`config.mk`:
```
export PLATFORM = sky130hd
export DESIGN_NAME = divsub_unit
export DESIGN_NICKNAME = d
export VERILOG_FILES = /design/src/rtl/divsub_pkg.sv /design/src/rtl/divsub_dp.sv /design/src/rtl/divsub_unit.sv
export SDC_FILE = /design/constraint.sdc
export NUM_CORES = 1
export LEC_CHECK = 0
export ABC_CLOCK_PERIOD_IN_PS = 2400
export CAP_MARGIN = 20
export CORE_MARGIN = 2
export CORE_UTILIZATION = 37
export DETAILED_ROUTE_END_ITERATION = 7
export HOLD_SLACK_MARGIN = 0.03
export PLACE_DENSITY = 0.72
export SETUP_SLACK_MARGIN = 0.02
export SLEW_MARGIN = 5
export SYNTH_ARGS = -nofsm -noshare
export SYNTH_HDL_FRONTEND = slang
export SYNTH_SLANG_ARGS = --single-unit
```
`constraint.sdc`:
```
create_clock -name clk -period 2.4 [get_ports clk]
set_input_delay 0.48 -clock clk [delete_from_list [all_inputs] [get_ports clk]]
set_output_delay 0.48 -clock clk [all_outputs]
set_load 0.1 [all_outputs]
```
`src/rtl/divsub_pkg.sv`:
```
// Shared definitions for the repeated-subtraction divider: FSM states and width default.
package divsub_pkg;

  localparam int unsigned WIDTH_DEFAULT = 16;

  typedef enum logic [2:0] {
    IDLE   = 3'd0,
    LOAD_B = 3'd1,
    CHECK  = 3'd2,
    SUB    = 3'd3,
    DONE   = 3'd4
  } state_t;

endpackage

```
`src/rtl/divsub_dp.sv`:
```
// Divider datapath: remainder/dividend register, divisor register, quotient counter,
// subtractor, >= comparator and divisor zero detect.
// Ports:
//   clk, rst_n           clock, async active-low reset
//   data_in              shared operand bus
//   load_a               load dividend into remainder register
//   load_b               load divisor register
//   clear                zero the quotient and div_zero flag
//   dec / inc            remainder -= divisor / quotient += 1
//   set_dz               divide-by-zero result: quotient all-ones, div_zero set
//   quotient, remainder  result registers
//   div_zero             divide-by-zero flag register
//   rem_ge_div           remainder >= divisor (combinational status)
//   div_is_zero          divisor == 0 (combinational status)
module divsub_dp
  import divsub_pkg::*;
#(
  parameter int unsigned WIDTH = WIDTH_DEFAULT
) (
  input  logic             clk,
  input  logic             rst_n,
  input  logic [WIDTH-1:0] data_in,
  input  logic             load_a,
  input  logic             load_b,
  input  logic             clear,
  input  logic             dec,
  input  logic             inc,
  input  logic             set_dz,
  output logic [WIDTH-1:0] quotient,
  output logic [WIDTH-1:0] remainder,
  output logic             div_zero,
  output logic             rem_ge_div,
  output logic             div_is_zero
);

  logic [WIDTH-1:0] rem_reg;
  logic [WIDTH-1:0] div_reg;
  logic [WIDTH-1:0] quo_reg;
  logic             dz_reg;

  // Remainder register: holds the dividend, then shrinks by the divisor each step.
  always_ff @(posedge clk or negedge rst_n) begin
    if (!rst_n) begin
      rem_reg <= '0;
    end else if (load_a) begin
      rem_reg <= data_in;
    end else if (dec) begin
      rem_reg <= rem_reg - div_reg;
    end
  end

  // Divisor register.
  always_ff @(posedge clk or negedge rst_n) begin
    if (!rst_n) begin
      div_reg <= '0;
    end else if (load_b) begin
      div_reg <= data_in;
    end
  end

  // Quotient counter and divide-by-zero flag.
  always_ff @(posedge clk or negedge rst_n) begin
    if (!rst_n) begin
      quo_reg <= '0;
      dz_reg  <= 1'b0;
    end else if (clear) begin
      quo_reg <= '0;
      dz_reg  <= 1'b0;
    end else if (set_dz) begin
      quo_reg <= '1;
      dz_reg  <= 1'b1;
    end else if (inc) begin
      quo_reg <= quo_reg + WIDTH'(1);
    end
  end

  assign rem_ge_div  = (rem_reg >= div_reg);
  assign div_is_zero = (div_reg == '0);
  assign quotient    = quo_reg;
  assign remainder   = rem_reg;
  assign div_zero    = dz_reg;

endmodule

```
`src/rtl/divsub_unit.sv`:
```
// Unsigned divider by repeated subtraction (one subtract-and-increment per cycle).
// Ports:
//   clk, rst_n           clock, async active-low reset
//   start                begin an operation (honoured only in IDLE or DONE)
//   data_in              dividend on the start cycle, divisor on the next cycle
//   quotient, remainder  results, valid while done=1
//   busy                 high in LOAD_B, CHECK, SUB
//   done                 high in DONE
//   div_zero             high in DONE when the divisor was zero
module divsub_unit
  import divsub_pkg::*;
#(
  parameter int unsigned WIDTH = WIDTH_DEFAULT
) (
  input  logic             clk,
  input  logic             rst_n,
  input  logic             start,
  input  logic [WIDTH-1:0] data_in,
  output logic [WIDTH-1:0] quotient,
  output logic [WIDTH-1:0] remainder,
  output logic             busy,
  output logic             done,
  output logic             div_zero
);

  state_t state_q;
  state_t state_d;

  logic load_a_c;
  logic load_b_c;
  logic clear_c;
  logic dec_c;
  logic inc_c;
  logic set_dz_c;
  logic rem_ge_div;
  logic div_is_zero;

  divsub_dp #(.WIDTH(WIDTH)) u_dp (
    .clk         (clk),
    .rst_n       (rst_n),
    .data_in     (data_in),
    .load_a      (load_a_c),
    .load_b      (load_b_c),
    .clear       (clear_c),
    .dec         (dec_c),
    .inc         (inc_c),
    .set_dz      (set_dz_c),
    .quotient    (quotient),
    .remainder   (remainder),
    .div_zero    (div_zero),
    .rem_ge_div  (rem_ge_div),
    .div_is_zero (div_is_zero)
  );

  // State register; busy/done are registered decodes of the next state.
  always_ff @(posedge clk or negedge rst_n) begin
    if (!rst_n) begin
      state_q <= IDLE;
      busy    <= 1'b0;
      done    <= 1'b0;
    end else begin
      state_q <= state_d;
      busy    <= (state_d == LOAD_B) || (state_d == CHECK) || (state_d == SUB);
      done    <= (state_d == DONE);
    end
  end

  // Next-state and datapath control.
  always_comb begin
    state_d  = state_q;
    load_a_c = 1'b0;
    load_b_c = 1'b0;
    clear_c  = 1'b0;
    dec_c    = 1'b0;
    inc_c    = 1'b0;
    set_dz_c = 1'b0;
    unique case (state_q)
      IDLE, DONE: begin
        if (start) begin
          load_a_c = 1'b1;
          clear_c  = 1'b1;
          state_d  = LOAD_B;
        end
      end
      LOAD_B: begin
        load_b_c = 1'b1;
        state_d  = CHECK;
      end
      CHECK: begin
        if (div_is_zero) begin
          set_dz_c = 1'b1;
          state_d  = DONE;
        end else begin
          state_d  = SUB;
        end
      end
      SUB: begin
        if (rem_ge_div) begin
          dec_c = 1'b1;
          inc_c = 1'b1;
        end else begin
          state_d = DONE;
        end
      end
      default: state_d = IDLE;
    endcase
  end

endmodule
```
* After elaboration in Yosys (flattened, before gate mapping)
Cells that the tools add are included.
** Cells by class
- Mux-type cells :: 18
- Magnitude comparators :: 1
- Equal/unequal tests :: 8
- Reduce and logical (&&, ||, !) cells :: 8
- Add/sub/neg operators :: 2
** Operators by type and width (number)
- 2-to-1 mux 16 bit :: 5
- adder 16 x 1 -> 16 bit, second input constant :: 1
- >= comparator 16 bit :: 1
- logical NOT 16 bit :: 1
- subtractor 16 bit :: 1
- == test 3 x 2 -> 1 bit, second input constant :: 4
- case mux 3 bit (4 select lines) :: 1
- 2-to-1 mux 1 bit :: 9
- 2-to-1 mux 3 bit :: 3
- == test 3 x 1 -> 1 bit, second input constant :: 2
- == test 3 bit, second input constant :: 2
- nonzero test 2 bit :: 2
- logical NOT 3 bit :: 1
- nonzero test 3 bit :: 1
- logical OR 1 bit :: 2
- OR reduction 2 bit :: 1
** Storage, ports and cells
- Logic and storage cells :: 44
- Bits in registers :: 54
- Output and inout bits :: 35
- Input bits :: 19

* Depth between registers and ports, before layout
Gate-level depths: netlist of the first run.
- Depth in word-level cells :: 6
- Depth in mapped cells :: 11
- Mapped depth without buffers :: 10

* By module
From an unflattened synthesis of the first run, not the netlist that was laid out.
** Second synthesis, totals
- Cells, all modules :: 346
- Area total of the unflattened synthesis :: 3180.6 µm²
** By module, submodules not included
- divsub_dp :: cells an instance 318, seq. area each 1226.2 µm², instances 1, area each 2896.5 µm²
- divsub_unit :: cells an instance 28, seq. area each 125.1 µm², instances 1, area each 284.0 µm²

* Least setup slack after synthesis of the first run
OpenSTA, ideal clock, no wires.
- Path type :: reg2reg
- Start point :: register u_dp.rem_reg[0] (netlist: u_dp.remainder[0])
- End point :: register u_dp.quo_reg[5] (netlist: u_dp.quotient[5])
- Setup time :: 0.078 ns
- Arrival time :: 3.004 ns
- Buffers on the path :: 0
- Stages on the path, launching flop included :: 11
- Clock period less this slack :: 3.081 ns
- Path slack :: -0.681 ns
- Required time :: 2.322 ns
- Path through :: dfrtp_1 -> inv_1 -> ha_1 -> fa_1 -> nand2b_1 -> a21oi_4 -> o2111ai_2 -> and3_4 -> or3_4 -> xor2_1 -> a21oi_1
** Between the ends
- Word-level cells in the longest chain between the ends :: 4
** Ends and longest elaborated chain
- from (decl) :: RTL line divsub_dp.sv:36 : logic [WIDTH-1:0] rem_reg;
- from (signal assigned) :: RTL line divsub_dp.sv:46 : rem_reg <= data_in;
- from (signal assigned) :: RTL line divsub_dp.sv:48 : rem_reg <= rem_reg - div_reg;
- >= comparator 16 bit :: RTL line divsub_dp.sv:77 : assign rem_ge_div = (rem_reg >= div_reg);
- 2-to-1 mux 1 bit :: RTL line divsub_unit.sv:98 : if (rem_ge_div) begin
- 2-to-1 mux 1 bit :: RTL line divsub_unit.sv:77 : unique case (state_q)
- nonzero test 3 bit (no line)
- to (signal assigned) :: RTL line divsub_dp.sv:73 : quo_reg <= quo_reg + WIDTH'(1);
- to (decl) :: RTL line divsub_dp.sv:38 : logic [WIDTH-1:0] quo_reg;
No other way between the ends.
A chain may end at the register's enable or synchronous reset.

* Worst setup path after layout of the first run
Same ends and word-level chain as after synthesis.

==> impl_metrics.toml, run 1 <==
[outcome]
outcome = "finished, final reports clean"

[critical_path]
setup.worst_path.class = "flop to flop"
arrival_ns = 2.51
crit_chain = "inv_2, ha_4, fa_2, nand2b_4, a21oi_4, o2111ai_4, and3_4, or3_4, xor2_1, a21oi_1"
end_kind = "flop"
required_ns = 2.58
critPathMaxFanout = 2
cpPeakStageDelay_ns = 0.43
crit_slowest_cell = "dfrtp_4"
worstSetupStartpointType = "flop"

[sta]
skew_ns = 0.00560
fin_ws_ns = 0.0686
period_share_pct = 97.1
rsz0062_at_grt = "true"
fin_crit_ns = 2.33
drv_slew = 0
finalSetupViolCount = 0
hold_viol = 0
slew_headroom_pct = 48.1
fmax_mhz = 429
worst_slew_pin_slew_ns = 0.779

[grt]
grt_pass1_wl_um = 12800
grt_overflow = 0
grt_usage_pct = 16.4
first_global_vias = 2681
grt_max_degree = 36
antenna_found_initial = 0

[worst_hold_path]
hold_path.class = "input port to asynchronous set/reset pin"

[synth]
netlist_instances = 335
postSynth.asyncResetShare_pct = 100
postSynthAreaPerCell_um2 = 9.52
ys_seq_area_share_pct = 42.4
synthFlopType = "dfrtp_1"
yosys_register_bits = 54
ys_warn_count = 0
synth_nets = 372
synth_edf_count = 0
yosysUniqueCellTypes = 54
syn-cell-area_um2 = 3190

[routing]
initialDrtViolationCount = 168
vias_per_cell = 5.34
routed.top_layer = "met4"
wl_met3_um = 313
drt_pass1_iterations = 4
via_count = 2695
wl_per_cell_um = 15.5
dr_wl_met2_um = 3860
postRouteAntennaNets = 0
wl_met1_um = 3570
drc = 0
wl_um = 7820

[place]
portBuffers = 53
gp_congestion = 0.879
place_worst_setup_slack_ns = 0.00507
dp_hpwl_um = 5580

[floorplanning]
coreArea_um2 = 8300
die_h_um = 96.8
rows = 33
chipWidth_um = 96.8
dieArea_um2 = 9380
start_util_pct = 38.4
io_pins = 54

[clocking]
cts_sinks = 54
worstSkewPairLatency_ns = 0.31
cts_root_buf = "clkbuf_8"
cts_buffer_depth = 2
cts_tree = "done"
clk_pin_slew_ns = 0.10
hold_buffers = 0
cts_buffers = 5
htree_levels = 2

[final_layout]
n_fill_cell = 767
final_util_pct = 49.1
final_nets = 436
synthToLayoutAreaGrowth_pct = 27.8
drive_gt1_share_pct = 26.3
diodes = 0

[job]
maxCapViolCount = 0
metrics by stage:
stage	instances	TNS, ns	hold slack [ns]	cell area, um2
6_report	505	0	0.240	4070
5_1_grt	505	-0.0909	0.295	4070
4_1_cts	502	0	0.264	3960
3_5_place_dp	490	0	0.529	3820
3_3_place_gp	490	0	0.506	3820
2_1_floorplan	335	-0.892	0.184	3240
synth_stat cells (2+ instances only):
cell      count  area share (%)
a21o_1        6             1.4
a21oi_1      33             5.2
a21oi_4       2             1.0
a221o_1       7             2.2
a22oi_1       8             1.9
a31oi_1       4            0.78
and2_1        2            0.39
and3_1        5            0.98
buf_2         4            0.63
buf_4         3            0.71
buf_6         2            0.71
clkbuf_1      6            0.71
dfrtp_1      54              42
ha_1         17             6.7
inv_1        23             2.7
mux2i_1       2            0.63
nand2_1      29             3.4
nand2b_1      3            0.59
nand3_1       9             1.4
nand4_1       8             1.6
nand4_2       2            0.78
nor2_1       15             1.8
nor2_2        2            0.39
nor4_1        4            0.78
o21ai_0      22             3.5
o21ai_1       8             1.3
o21bai_1      2            0.47
xnor2_1       7             1.9
xor2_1       21             5.8
kinds of logic after synthesis:
logic type,synth area share (%)
buffers and inverters,5.46
adders and majority gates,7.30
and+or+nand+nor,15.8
xor gates and xnor gates,7.69
muxes,0.981
AOI/OAI and AO/OA,20.4
DFF,42.4
placed cells by master (no fill, tap or decap), types with 3 or more instances in the layout:
cell and count:
dfrtp_4 3, buf_4 51, o21ai_1 8, dfrtp_2 13, a21o_1 6, and3_1 5, inv_1 22, clkbuf_8 6
a21oi_2 3, a221o_1 7, dfrtp_1 38, ha_1 15, nand2_1 29, a21oi_1 30, clkdlybuf4s50_1 17, a22oi_1 8
nor4_1 4, nor2_1 15, xor2_1 21, o21ai_0 22, xnor2_1 7, nand4_1 8, nand3_1 9
metal layers:
| metal | vias to the layer above | track usage, % |
|---|---|---|
| li1 | 1317 | - |
| met1 | 1320 | 22.0 |
| met2 | 52 | 26.5 |
| met3 | 6 | 3.68 |
| met4 | 0 | 4.77 |
| met5 | - | 0 |
worst paths after layout:
| path | endpoint | cells past startpoint | slack, ns | startpoint |
|---|---|---|---|---|
| min in group clk | state_q[1] | 1 | 0.55 | state_q[2] |
| max in group asynchronous | u_dp.quotient[15] | 2 | 1.50 | rst_n |
| worst min-delay path | u_dp.quotient[6] | 1 | 0.24 | rst_n |
| worst max register to register | u_dp.quotient[5] | 10 | 0.07 | u_dp.remainder[0] |
| worst min register to register | state_q[1] | 1 | 0.55 | state_q[2] |
| worst max-delay path | u_dp.quotient[5] | 10 | 0.07 | u_dp.remainder[0] |
final cells by class:
class / instances / area (um2) / share of cell area (%)
clock inverters: 1 / 5.00 / 0.123
inverters: 23 / 86.3 / 2.12
multi-input cells: 243 / 1770 / 43.4
well taps: 105 / 131 / 3.22
clock buffers: 7 / 86.3 / 2.12
flip-flops and latches: 54 / 1380 / 33.8
repair buffers: 72 / 618 / 15.2
what timing repair did:
action	4_1_cts	5_1_grt
gates cloned	0	1
setup buffers	4	3
gates resized for setup	1	11
setup endpoints to repair	16	29
hold endpoints to repair	0	0
pin swaps	6	10
worst max-delay path: cells and delay by family (launching register included):
family                   cells  cell delay [ns]
adder cells (fa/ha/maj)      2             0.50
XOR/XNOR                     1             0.13
flip-flops                   1             0.43
buffers and inverters        1             0.05
AND/OR/NAND/NOR              3             0.68
AO/OA/AOI/OAI                3             0.40
Power of run 1 is left out: the tool's default activity adds up to more than one toggle a clock period on the data nets, which glitch-free logic cannot reach.
==> inputs of run 2 (changes only) <==
CORE_MARGIN = unset   (was 2)
==> run 2 against run 1 <==
Clock skew is 0.0066 ns higher; setup slack worse by 0.049 ns; register-to-register slack worse by 0.05 ns; count of clock-buffer cells in the layout is 1 higher; hold slack worse by 0.055 ns; largest cell class unchanged; maximum frequency is 2.1% lower; first-iteration DRC count is 15% lower.
==> impl_metrics.toml, run 2 (synthesized netlist as in run 1, its figures left out) <==
[routing]
drc = 0
postRouteAntennaNets = 0
initialDrtViolationCount = 142
wl_per_cell_um = 15.2
vias_per_cell = 5.37
via_count = 2722
wl_um = 7700
drt_pass1_iterations = 4

[clocking]
hold_buffers = 0
worstSkewPairLatency_ns = 0.31
htree_levels = 2
cts_buffer_depth = 2
cts_tree = "done"
cts_sinks = 54
clk_pin_slew_ns = 0.09
cts_root_buf = "clkbuf_8"
cts_buffers = 5

[final_layout]
n_fill_cell = 769
drive_gt1_share_pct = 26.1
diodes = 0
final_util_pct = 49.5
seq_area_um2 = 1380
multi_input_area_um2 = 1770
final_nets = 438
final_common_cell = "buf_4"
synthToLayoutAreaGrowth_pct = 28.3
final_cell_mix = "52 x buf_4, 38 x dfrtp_1, 30 x a21oi_1"
final_area_um2 = 4090

[outcome]
outcome = "finished, final reports clean"

[worst_hold_path]
hold_path.class = "input port to asynchronous set/reset pin"

[sta]
skew_ns = 0.0122
worst_slew_pin_slew_ns = 0.629
finalSetupViolCount = 0
hold_viol = 0
period_share_pct = 99.2
fmax_mhz = 420
rsz0062_at_grt = "true"
slew_headroom_pct = 58.1
whs_ns = 0.185
drv_slew = 0
fin_crit_ns = 2.38
tns_ns = 0

[grt]
grt_max_degree = 32
grt_pass1_wl_um = 12300
antenna_found_initial = 0
grt_usage_pct = 17.8
first_global_vias = 2625
grt_overflow = 0

[critical_path]
setup.worst_path.class = "flop to flop"
path_buf_inv = 1
rrSetupSlack_ns = 0.02
end_kind = "flop"
crit_start = "u_dp.remainder[0]"
r2r-end = "u_dp.quotient[5]"
reg2reg_from = "u_dp.remainder[0]"
critPathMaxFanout = 2
cpPeakStageDelay_ns = 0.43
crit_family = "simple AND/OR/NAND/NOR gates"
worstSetupStartpointType = "flop"
crit_chain = "inv_2, ha_4, fa_2, nand2b_4, a21oi_4, o2111ai_4, and3_4, or3_4, xor2_1, a21oi_1"
crit_slowest_cell = "dfrtp_4"
required_ns = 2.63
r2r_cells = 10
arrival_ns = 2.61

[floorplanning]
chipWidth_um = 94.8
start_util_pct = 38.6
die_h_um = 94.8
io_pins = 54
dieArea_um2 = 8990
rows = 33
coreArea_um2 = 8260

[place]
portBuffers = 53
placed_area_um2 = 3830
gp_congestion = 0.867
dp_hpwl_um = 5530

[job]
maxCapViolCount = 0
run 2: area by class of cell:
| class | count | area share, % |
|---|---|---|
| Inverter | 23 | 2.11 |
| Multi-Input combinational cell | 243 | 43.2 |
| Clock buffer | 8 | 1.96 |
| Tap cell | 105 | 3.21 |
| Sequential cell | 54 | 33.7 |
| Timing Repair Buffer | 74 | 15.8 |
run 2: worst max-delay path by stage:
stage / to / slack, ns / cells past startpoint
3_5_place_dp: u_dp.quotient[5] / 0.009 / 10
5_1_grt: u_dp.quotient[5] / -0.06 / 10
3_3_place_gp: u_dp.quotient[5] / 0.05 / 10
6_report: u_dp.quotient[5] / 0.02 / 10
2_1_floorplan: u_dp.quotient[5] / -0.15 / 10
4_1_cts: u_dp.quotient[15] / 0.02 / 11
run 2: worst register-to-register path, cell delays in order, from the launching register on:
cell       delay, ns
dfrtp_4         0.43
inv_2           0.05
ha_4            0.15
fa_2            0.35
nand2b_4        0.16
a21oi_4         0.18
o2111ai_4       0.16
and3_4          0.24
or3_4           0.32
xor2_1          0.14
a21oi_1         0.13
run 2: routing by layer:
layer	GRT usage [%]	part of all wire [%]	vias to the layer above
met5	0	0	-
met4	6.57	2.2	0
met3	3.46	3.9	13
met2	29.1	49	64
met1	23.3	45	1324
li1	-	-	1321
run 2: repair_timing:
action	4_1_cts	5_1_grt
setup endpoints to repair	19	35
pin swaps	6	9
endpoints found under the hold margin	0	0
buffers inserted	5	3
cloned	0	1
resized for setup	2	12
run 2: per-stage QoR:
stage | setup slack, ns | instances
after floorplan | -0.154 | 335
after global placement | 0.0499 | 490
after detailed placement | 0.00897 | 490
after CTS | 0.0204 | 503
after global routing | -0.0601 | 507
final | 0.0196 | 507
Power of run 2 is left out for the same reason.
==> inputs of run 3 (changes only) <==
ABC_CLOCK_PERIOD_IN_PS = unset   (was 2400)
PLACE_DENSITY = unset   (was 0.72)
==> run 3 against run 2 <==
Cell count up 0.39%; register-to-register slack better by 0.04 ns; sequential cell count unchanged; setup slack better by 0.041 ns; count of clock-buffer cells in the layout down 3; non-clock buffer count up 2; hold slack better by 0.050 ns.
==> impl_metrics.toml, run 3 (synthesized netlist as in run 1, its figures left out) <==
[outcome]
outcome = "finished, final reports clean"

[sta]
slew_headroom_pct = 48.5
drv_slew = 0
skew_ns = 0.0127
fin_crit_ns = 2.34
finalSetupViolCount = 0
hold_viol = 0
worst_slew_pin_slew_ns = 0.772
fmax_mhz = 427
rsz0062_at_grt = "true"
period_share_pct = 97.5

[grt]
first_global_vias = 2723
grt_max_degree = 34
antenna_found_initial = 0
grt_usage_pct = 19.2
grt_pass1_wl_um = 13300
grt_overflow = 0

[place]
portBuffers = 53
placed_area_um2 = 3820
gp_congestion = 0.827
dp_hpwl_um = 5710

[floorplanning]
coreArea_um2 = 8260
dieArea_um2 = 8990
rows = 33
start_util_pct = 38.6
chipWidth_um = 94.8
die_h_um = 94.8
io_pins = 54

[routing]
wl_um = 7950
drt_pass1_iterations = 4
initialDrtViolationCount = 103
vias_per_cell = 5.24
drc = 0
postRouteAntennaNets = 0
via_count = 2665
wl_per_cell_um = 15.6

[clocking]
cts_sinks = 54
cts_tree = "done"
clk_pin_slew_ns = 0.11
cts_buffers = 5
cts_buffer_depth = 2
worstSkewPairLatency_ns = 0.31
htree_levels = 2
cts_root_buf = "clkbuf_8"

[final_layout]
final_nets = 440
final_common_cell = "buf_4"
synthToLayoutAreaGrowth_pct = 29.7
final_area_um2 = 4140
final_cell_mix = "54 x buf_4, 38 x dfrtp_1, 30 x a21oi_1"
drive_gt1_share_pct = 27.5
multi_input_area_um2 = 1770
seq_area_um2 = 1380
n_fill_cell = 817
diodes = 0

[critical_path]
worstSetupStartpointType = "flop"
critPathMaxFanout = 3
reg2reg_from = "u_dp.remainder[0]"
r2r_cells = 10
setup.worst_path.class = "flop to flop"
r2r-end = "u_dp.quotient[5]"
rrSetupSlack_ns = 0.06
end_kind = "flop"
arrival_ns = 2.58
required_ns = 2.64

[job]
maxCapViolCount = 0

[worst_hold_path]
hold_path.class = "input port to asynchronous set/reset pin"
==> run 3: per-layer routing <==
metal,global-route usage (%),share of wire (%)
met1,26.8,49
met2,30.9,47
met3,3.62,3.6
met4,3.79,0.50
met5,0,0
==> run 3: cell type report <==
cell class	instances	share of cell area (%)
inverter	23	2.09
sequential	54	33.3
clock buffer	5	1.66
tap	105	3.18
timing repair buffer	76	15.8
clock inverter	3	1.09
multi-input combinational	243	42.9
==> run 3: what timing repair did <==
| action | in CTS | in global routing |
|---|---|---|
| endpoints found under the setup margin | 3 | 34 |
| pin swaps | 6 | 12 |
| setup buffers | 6 | 3 |
| hold buffers | 0 | 0 |
| cloned | 0 | 1 |
| gates resized for setup | 1 | 16 |
==> run 3: worst max path at each step <==
| stage | startpoint | end | cells after the start |
|---|---|---|---|
| CTS | u_dp.remainder[0] | u_dp.quotient[6] | 11 |
| floorplan | u_dp.remainder[0] | u_dp.quotient[5] | 10 |
| finish | u_dp.remainder[0] | u_dp.quotient[5] | 10 |
| global route | u_dp.remainder[0] | u_dp.quotient[5] | 10 |
| detailed placement | u_dp.remainder[0] | u_dp.quotient[6] | 11 |
| global placement | u_dp.remainder[0] | u_dp.quotient[5] | 10 |
==> run 3: worst max-delay path: stages (launching register included) <==
cell,delay [ns]
dfrtp_4,0.43
inv_2,0.05
ha_4,0.15
fa_2,0.35
nand2b_4,0.16
a21oi_4,0.19
o2111ai_4,0.15
and3_4,0.19
or3_4,0.34
xor2_2,0.15
a21oi_1,0.12
==> run 3: through the flow <==
stage | setup TNS (ns) | utilization [%] | hold slack (ns) | setup slack [ns] | std cells
2_1_floorplan | -0.892 | - | 0.184 | -0.154 | 335
3_3_place_gp | 0 | 46.3 | 0.509 | 0.0550 | 491
3_5_place_dp | 0 | 46.3 | 0.514 | 0.0153 | 491
4_1_cts | 0 | 48.3 | 0.250 | 0.0396 | 505
5_1_grt | -0.0657 | 50.1 | 0.278 | -0.0440 | 509
6_report | 0 | 50.1 | 0.234 | 0.0603 | 509
Power of run 3 is left out for the same reason.
